--- src/rtl/video_timing_pkg.sv ---
// Shared types and constants for the raster timing generator and its pattern source.
package video_timing_pkg;

  typedef enum logic [1:0] {
    PAT_BARS  = 2'd0,
    PAT_GRID  = 2'd1,
    PAT_GRAD  = 2'd2,
    PAT_SOLID = 2'd3
  } pat_mode_e;

  // White, yellow, cyan, green, magenta, red, blue, black.
  localparam logic [23:0] BAR_RGB [8] = '{
    24'hFFFFFF, 24'hFFFF00, 24'h00FFFF, 24'h00FF00,
    24'hFF00FF, 24'hFF0000, 24'h0000FF, 24'h000000
  };

  typedef struct packed {
    logic [31:0] total;
    logic [31:0] sync_start;
    logic [31:0] sync_end;
  } axis_t;

  function automatic axis_t axis_timing(input int unsigned act, input int unsigned fp,
                                        input int unsigned sync, input int unsigned bp);
    axis_t a;
    a.total      = act + fp + sync + bp;
    a.sync_start = act + fp;
    a.sync_end   = act + fp + sync;
    return a;
  endfunction

endpackage

--- src/rtl/video_pattern_gen.sv ---
// Combinational test-pattern colour for one pixel; the parent registers the result.
module video_pattern_gen
  import video_timing_pkg::*;
(
  input  pat_mode_e   i_mode,
  input  logic [7:0]  i_h_lo,
  input  logic [7:0]  i_v_lo,
  input  logic [23:0] i_fill,
  input  logic [7:0]  i_frame_cnt,
  input  logic [3:0]  i_bar_idx,
  output logic [23:0] o_rgb
);

  always_comb begin
    o_rgb = '0;
    case (i_mode)
      // Bar index 8 marks the leftover pixels past the last full bar.
      PAT_BARS:  o_rgb = i_bar_idx[3] ? 24'h000000 : BAR_RGB[i_bar_idx[2:0]];
      PAT_GRID:  o_rgb = ((i_h_lo[3:0] == 4'd0) || (i_v_lo[3:0] == 4'd0)) ? 24'hFFFFFF : 24'h000000;
      PAT_GRAD:  o_rgb = {i_h_lo, i_v_lo, i_frame_cnt};
      PAT_SOLID: o_rgb = i_fill;
      default:   o_rgb = '0;
    endcase
  end

endmodule

--- src/rtl/video_timing_gen.sv ---
// Parametrised raster timing generator: h/v counters, sync/blank/DE decode,
// frame-latched test pattern, all outputs aligned in a single register stage.
module video_timing_gen
  import video_timing_pkg::*;
#(
  parameter int unsigned H_ACTIVE = 640,
  parameter int unsigned H_FP     = 16,
  parameter int unsigned H_SYNC   = 96,
  parameter int unsigned H_BP     = 48,
  parameter int unsigned V_ACTIVE = 480,
  parameter int unsigned V_FP     = 10,
  parameter int unsigned V_SYNC   = 2,
  parameter int unsigned V_BP     = 33,
  parameter bit          HS_POL   = 1'b0,
  parameter bit          VS_POL   = 1'b0,
  parameter int unsigned CNT_W    = 12
) (
  input  logic             pclk,
  input  logic             reset,
  input  logic [1:0]       mode,
  input  logic [23:0]      fill_rgb,
  output logic [CNT_W-1:0] hcnt,
  output logic [CNT_W-1:0] vcnt,
  output logic             hs,
  output logic             vs,
  output logic             VGA_HBLANK,
  output logic             VGA_VBLANK,
  output logic             VGA_DE,
  output logic [7:0]       r,
  output logic [7:0]       g,
  output logic [7:0]       b,
  output logic             frame_start,
  output logic [7:0]       frame_cnt
);

  localparam axis_t H_T = axis_timing(H_ACTIVE, H_FP, H_SYNC, H_BP);
  localparam axis_t V_T = axis_timing(V_ACTIVE, V_FP, V_SYNC, V_BP);
  localparam int unsigned BAR_W = H_ACTIVE / 8;

  localparam logic [CNT_W-1:0] H_LAST   = CNT_W'(H_T.total - 1);
  localparam logic [CNT_W-1:0] V_LAST   = CNT_W'(V_T.total - 1);
  localparam logic [CNT_W-1:0] H_ACT_C  = CNT_W'(H_ACTIVE);
  localparam logic [CNT_W-1:0] V_ACT_C  = CNT_W'(V_ACTIVE);
  localparam logic [CNT_W-1:0] H_SS     = CNT_W'(H_T.sync_start);
  localparam logic [CNT_W-1:0] H_SE     = CNT_W'(H_T.sync_end);
  localparam logic [CNT_W-1:0] V_SS     = CNT_W'(V_T.sync_start);
  localparam logic [CNT_W-1:0] V_SE     = CNT_W'(V_T.sync_end);
  localparam logic [CNT_W-1:0] BAR_LAST = CNT_W'(BAR_W - 1);

  if (H_FP < 1 || H_SYNC < 1 || H_BP < 1 || V_FP < 1 || V_SYNC < 1 || V_BP < 1) begin : g_chk_porch
    $error("video_timing_gen: porch and sync widths must be at least 1");
  end
  if (H_ACTIVE < 8) begin : g_chk_hact
    $error("video_timing_gen: H_ACTIVE must be at least 8");
  end
  if ((64'd1 << CNT_W) <= {32'd0, H_T.total} || (64'd1 << CNT_W) <= {32'd0, V_T.total}) begin : g_chk_cntw
    $error("video_timing_gen: CNT_W too narrow for H_TOTAL/V_TOTAL");
  end

  logic [CNT_W-1:0] r_h, r_v, r_bar_left;
  logic [3:0]       r_bar_idx;
  logic             r_hold;
  pat_mode_e        r_mode;
  logic [23:0]      r_fill;

  logic [CNT_W-1:0] r_hcnt, r_vcnt;
  logic             r_hs, r_vs, r_hblank, r_vblank, r_de, r_fs;
  logic [23:0]      r_rgb;
  logic [7:0]       r_frame_cnt;

  logic             w_origin, w_h_wrap, w_v_wrap, w_hblank, w_vblank, w_de;
  pat_mode_e        w_mode;
  logic [23:0]      w_fill, w_rgb;
  logic [7:0]       w_fc_nxt;

  assign w_origin = (r_h == '0) && (r_v == '0);
  assign w_h_wrap = (r_h == H_LAST);
  assign w_v_wrap = (r_v == V_LAST);
  assign w_hblank = (r_h >= H_ACT_C);
  assign w_vblank = (r_v >= V_ACT_C);
  assign w_de     = ~w_hblank & ~w_vblank;

  // Pixel (0,0) already uses the freshly sampled mode/fill and the new frame count.
  assign w_mode   = w_origin ? pat_mode_e'(mode) : r_mode;
  assign w_fill   = w_origin ? fill_rgb : r_fill;
  assign w_fc_nxt = w_origin ? r_frame_cnt + 8'd1 : r_frame_cnt;

  // r_hold stretches reset by one cycle so the outputs show reset values twice.
  always_ff @(posedge pclk) begin
    if (reset) begin
      r_hold     <= 1'b1;
      r_h        <= '0;
      r_v        <= '0;
      r_bar_idx  <= '0;
      r_bar_left <= BAR_LAST;
      r_mode     <= PAT_BARS;
      r_fill     <= '0;
    end else if (r_hold) begin
      r_hold <= 1'b0;
    end else begin
      if (w_origin) begin
        r_mode <= w_mode;
        r_fill <= fill_rgb;
      end
      if (w_h_wrap) begin
        r_h        <= '0;
        r_v        <= w_v_wrap ? '0 : r_v + 1'b1;
        r_bar_idx  <= '0;
        r_bar_left <= BAR_LAST;
      end else begin
        r_h <= r_h + 1'b1;
        if (r_bar_left == '0) begin
          r_bar_left <= BAR_LAST;
          if (!r_bar_idx[3]) r_bar_idx <= r_bar_idx + 4'd1;
        end else begin
          r_bar_left <= r_bar_left - 1'b1;
        end
      end
    end
  end

  video_pattern_gen u_pattern (
    .i_mode      (w_mode),
    .i_h_lo      (8'(r_h)),
    .i_v_lo      (8'(r_v)),
    .i_fill      (w_fill),
    .i_frame_cnt (w_fc_nxt),
    .i_bar_idx   (r_bar_idx),
    .o_rgb       (w_rgb)
  );

  always_ff @(posedge pclk) begin
    if (reset || r_hold) begin
      r_hcnt      <= '0;
      r_vcnt      <= '0;
      r_hs        <= ~HS_POL;
      r_vs        <= ~VS_POL;
      r_hblank    <= 1'b1;
      r_vblank    <= 1'b1;
      r_de        <= 1'b0;
      r_rgb       <= '0;
      r_fs        <= 1'b0;
      r_frame_cnt <= '0;
    end else begin
      r_hcnt      <= r_h;
      r_vcnt      <= r_v;
      r_hs        <= (r_h >= H_SS && r_h < H_SE) ? HS_POL : ~HS_POL;
      r_vs        <= (r_v >= V_SS && r_v < V_SE) ? VS_POL : ~VS_POL;
      r_hblank    <= w_hblank;
      r_vblank    <= w_vblank;
      r_de        <= w_de;
      r_rgb       <= w_de ? w_rgb : 24'h000000;
      r_fs        <= w_origin;
      r_frame_cnt <= w_fc_nxt;
    end
  end

  assign hcnt        = r_hcnt;
  assign vcnt        = r_vcnt;
  assign hs          = r_hs;
  assign vs          = r_vs;
  assign VGA_HBLANK  = r_hblank;
  assign VGA_VBLANK  = r_vblank;
  assign VGA_DE      = r_de;
  assign {r, g, b}   = r_rgb;
  assign frame_start = r_fs;
  assign frame_cnt   = r_frame_cnt;

endmodule

--- config.mk ---
export PLATFORM = sky130hd
export DESIGN_NAME = video_timing_gen
export DESIGN_NICKNAME = d
export VERILOG_FILES = /design/src/rtl/video_timing_pkg.sv /design/src/rtl/video_pattern_gen.sv /design/src/rtl/video_timing_gen.sv
export SDC_FILE = /design/constraint.sdc
export NUM_CORES = 1
export LEC_CHECK = 0
export BUFFER_PORTS_ARGS = -buffer_cell sky130_fd_sc_hd__buf_2
export CAP_MARGIN = 20
export CELL_PAD_IN_SITES_DETAIL_PLACEMENT = 1
export CELL_PAD_IN_SITES_GLOBAL_PLACEMENT = 2
export CORE_AREA = 3 3 125 127
export CTS_BUF_LIST = sky130_fd_sc_hd__clkbuf_8
export DETAILED_ROUTE_END_ITERATION = 16
export DIE_AREA = 0 0 128 130
export GPL_TIMING_DRIVEN = 0
export PLACE_DENSITY_LB_ADDON = 0.1
export SYNTH_ARGS = -nofsm -noshare
export SYNTH_HDL_FRONTEND = slang
export SYNTH_SLANG_ARGS = --single-unit
--- constraint.sdc ---
create_clock -name pclk -period 6.3 [get_ports pclk]
set_input_delay 0.63 -clock pclk [delete_from_list [all_inputs] [get_ports pclk]]
set_output_delay 0.63 -clock pclk [all_outputs]
set_load 0.01 [all_outputs]
==> summary.md <==
| Metric | Value |
|---|---|
| Crit path DAT | 3.20 ns |
| Port buffer count | 89 |
| Busiest grt layer | met2 |
| P_int | 1.33 mW |
| Maximum fanout along the worst path | 10 |
| Worst vdd ir | 0.111 mV |
| WL/cell | 17.6 um |
| Hold Buf Count CTS | 0 |
| Clock Path Buffers | 2 |
| #FFs+latches synth | 129 |
| I/O Pins | 90 |
| Synth area leaders | dfxtp_1, nand2_1, nor2_1 |
| Cells after DPL | 914 |
| Final hold vios | 0 |
| Async SR Flop Fraction | 0% |
| Slew Viols, Final | 0 |
| Synth Net Count | 677 |
| Routed Wire Length | 16700 um |
| Grt total ovfl | 0 |
| Net switching power | 0.504 mW |
| Area Overhead vs Synth | 19.7% |
| Sequential Power Share | 47.3% |
| RSZ-0062 raised after global routing | false |
| Initial antenna violation count | 0 |
| Synth Area per Inst | 8.63 sq um |
| Cells on worst reg2reg path | 10 |
| Fin crit period | 2.90 ns |
| Root buf cell | clkbuf_8 |
| Post-synth EDFFs | 0 |
| Final setup violation count | 0 |
| Slew HR | 39.4% |
| Max Freq | 345 MHz |
| Logic pwr share | 12.1% |
| Synth cell types | 58 |
| Yosys top cell area share | 46.7% |
| Filler cells | 1769 |
| DIE HEIGHT | 130 um |
| Static leakage | 2.77 nW |
| Core Area | 14500 sq um |
| Ys Warns | 0 |
| Largest net degree at the start of global routing | 17 |
| Crit Path Class | flop to flop |
| CP cell instances | inv_1 -> ha_1 -> nor4b_2 -> nand2_1 -> nor3_4 -> mux2i_1 -> nand2b_1 -> buf_2 -> buf_6 -> o21ai_0 |
| Sequential Area | 2580 sq um |
| Final period util | 46.0% |
| CTS Sinks | 129 |
| Clock latency on the worst-skew pair | 0.45 ns |
| Clk slew on worst S/H paths | 0.07 ns |
| Fin cells | 946 |
| PnR Total Power | 1.83 mW |
| Post-layout util | 45.5% |
| Die width | 128 um |
| Crit path largest cell delay | 0.49 ns |
| Die ar. | 16600 sq um |
| Hold crit path type | input pin to flop |
| Nature of the critical path endpoint | flop |
| Detailed placement HPWL | 12400 um |
| DR pass1 iterations | 4 |
| Post-CTS sizing | 0 |
| Post-CTS setup buffers | 0 |
| Share of cells above drive strength 1 | 20.9% |
| Std cell rows | 44 |
| Max cap viols | 0 |
| DR vias/cell | 5.24 |
| H-tree levels | 4 |
| RePlAce Congestion | 0.859 |
| Total GRT Usage | 20.5% |
| Global-route wire length before repair | 26800 um |
| Met3 Usage GRT | 4.46% |
| Clock share of power | 40.5% |
| Measured slew at the worst slew-check pin | 0.901 ns |
| Worst hold path depth | 1 |
| Cell taking the most area after synthesis | dfxtp_1 |
| Clock Skew | 0.0114 ns |
| Initial Util | 38.0% |
| Area of the multi-input gates | 2700 sq um |
| Met2 Usage GRT | 35.0% |
| Switching share of total power | 27.5% |
| Startpoint Class | flop |
| Number of global-route vias before repair | 5263 |
| Status | complete, no violations |
| Worst path required time | 6.61 ns |
| Antenna viol nets, final | 0 |
| Global routing usage on met1 | 25.4% |
| Clock buffer count from CTS | 17 |
| DR DRC count | 0 |
| Syn Std Cell Area | 5530 sq um |
| Final nets | 785 |
| Final hold slack | 0.312 ns |
| Power Density | 277 nW/um^2 |
| Iteration-0 DRC Markers | 252 |
| Register area share after synthesis | 46.7% |
| Setup TNS | 0 ns |
| Crit path max-delay cell type | mux2i_1 |
| TritonCTS clock tree | built |
| Vias | 4954 |
| Ant. Diodes | 0 |
| Synth Instances | 641 |
| Most used DFF post-synth | dfxtp_1 |
logic make-up (layout without fill, tap and decap cells):
group / Yosys count / after routing / synth area share [%]
compound gates: 114 / 114 / 12.9
xor+xnor: 40 / 40 / 6.34
fa+ha+maj: 8 / 8 / 1.81
buf+inv: 57 / 178 / 4.46
flops: 129 / 129 / 46.7
mux: 9 / 9 / 1.70
simple gates: 284 / 284 / 26.1
layer usage:
| layer | up-vias | share of wire, % | routed length [um] |
|---|---|---|---|
| met4 | 0 | 2.2 | 368 |
| met2 | 110 | 48 | 8070 |
| met1 | 2406 | 45 | 7510 |
| met5 | - | 0 | 0 |
| li1 | 2411 | - | - |
| met3 | 27 | 4.2 | 700 |
critical path: cells and delay by family (launching register included):
family | cells | cell delay (ns)
AOI/OAI and AO/OA | 1 | 0.08
and+or+nand+nor | 4 | 1.06
adders and majority gates | 1 | 0.24
buffers and inverters | 3 | 0.54
DFF | 1 | 0.34
muxes | 1 | 0.49
power groups by stage:
| stage | Clock, mW | Sequential (mW) | Combinational (mW) |
|---|---|---|---|
| 4_1_cts | 0.761 | 0.866 | 0.225 |
| 3_3_place_gp | 0 | 0.884 | 0.217 |
| 2_1_floorplan | 0 | 0.890 | 0.132 |
| 5_1_grt | 0.803 | 0.870 | 0.248 |
| 6_report | 0.742 | 0.866 | 0.222 |
| 3_5_place_dp | 0 | 0.885 | 0.223 |
Yosys cell counts (2+ instances only):
master and instances:
or3b_2 2, a31oi_1 3, and2_1 19, o41ai_1 2
and4_1 3, mux2_2 3, nor4_1 5, a21oi_1 40
nor2b_1 5, buf_2 11, nor4bb_1 2, xnor2_1 20
buf_6 2, nor2_2 3, mux2i_1 6, o21ai_0 20
o21bai_1 2, nand3_1 29, and3_1 8, o31a_1 2
nor4_2 2, o211ai_2 3, inv_1 13, nor3_1 10
o31ai_1 18, o22ai_1 16, dfxtp_1 129, nor2_1 80
nand2_1 82, nor3_4 2, ha_1 8, clkbuf_1 28
and4b_1 2, buf_1 2, nor4_4 2, nand4_1 7
nand2b_1 6, xor2_1 20, or3_1 5
sequential cells by signal, summed over array words and instances, names as in the netlist, 2 cells and up:
name and count:
r_h 12, r_v 12, frame_cnt 8, vcnt 12, r_fill 24, r_rgb 24
r_bar_idx 4, hcnt 12, r_bar_left 12, r_mode 2
cell usage in the layout, fill, tap and decap left out, types with 10 or more instances in the layout:
cell	synthesis	final
a21oi_1	40	40
clkbuf_8	0	18
xor2_1	20	20
and2_1	19	19
inv_1	13	13
nor3_1	10	10
o22ai_1	16	16
nand3_1	29	29
clkbuf_1	28	28
dfxtp_1	129	129
nand2_1	82	82
xnor2_1	20	20
o31ai_1	18	18
nor2_1	80	80
o21ai_0	20	20
buf_2	11	100
area by class of cell:
class | instances | area share, %
well taps | 184 | 3.48
repair buffers | 89 | 6.73
flip-flops and latches | 129 | 39.0
multi-input cells | 455 | 40.8
inverters | 13 | 0.738
clock inverters | 14 | 2.48
plain buffers | 44 | 2.99
clock buffers | 18 | 3.74
path summary, 6_finish.rpt:
check                  start         end  slack, ns
setup / recovery      r_v[0]   r_rgb[10]       3.40
hold / removal         reset      r_hold       0.31
setup reg to reg      r_v[0]   r_rgb[10]       3.40
hold reg to reg   r_fill[20]  r_fill[20]       0.46
per-stage QoR:
stage          cell area, sq um  setup WS (ns)
2_1_floorplan              5530           3.98
3_3_place_gp               6200           3.20
3_5_place_dp               6200           3.18
4_1_cts                    6620           3.41
5_1_grt                    6620           3.23
6_report                   6620           3.40
(Power assumes the default switching activity.)
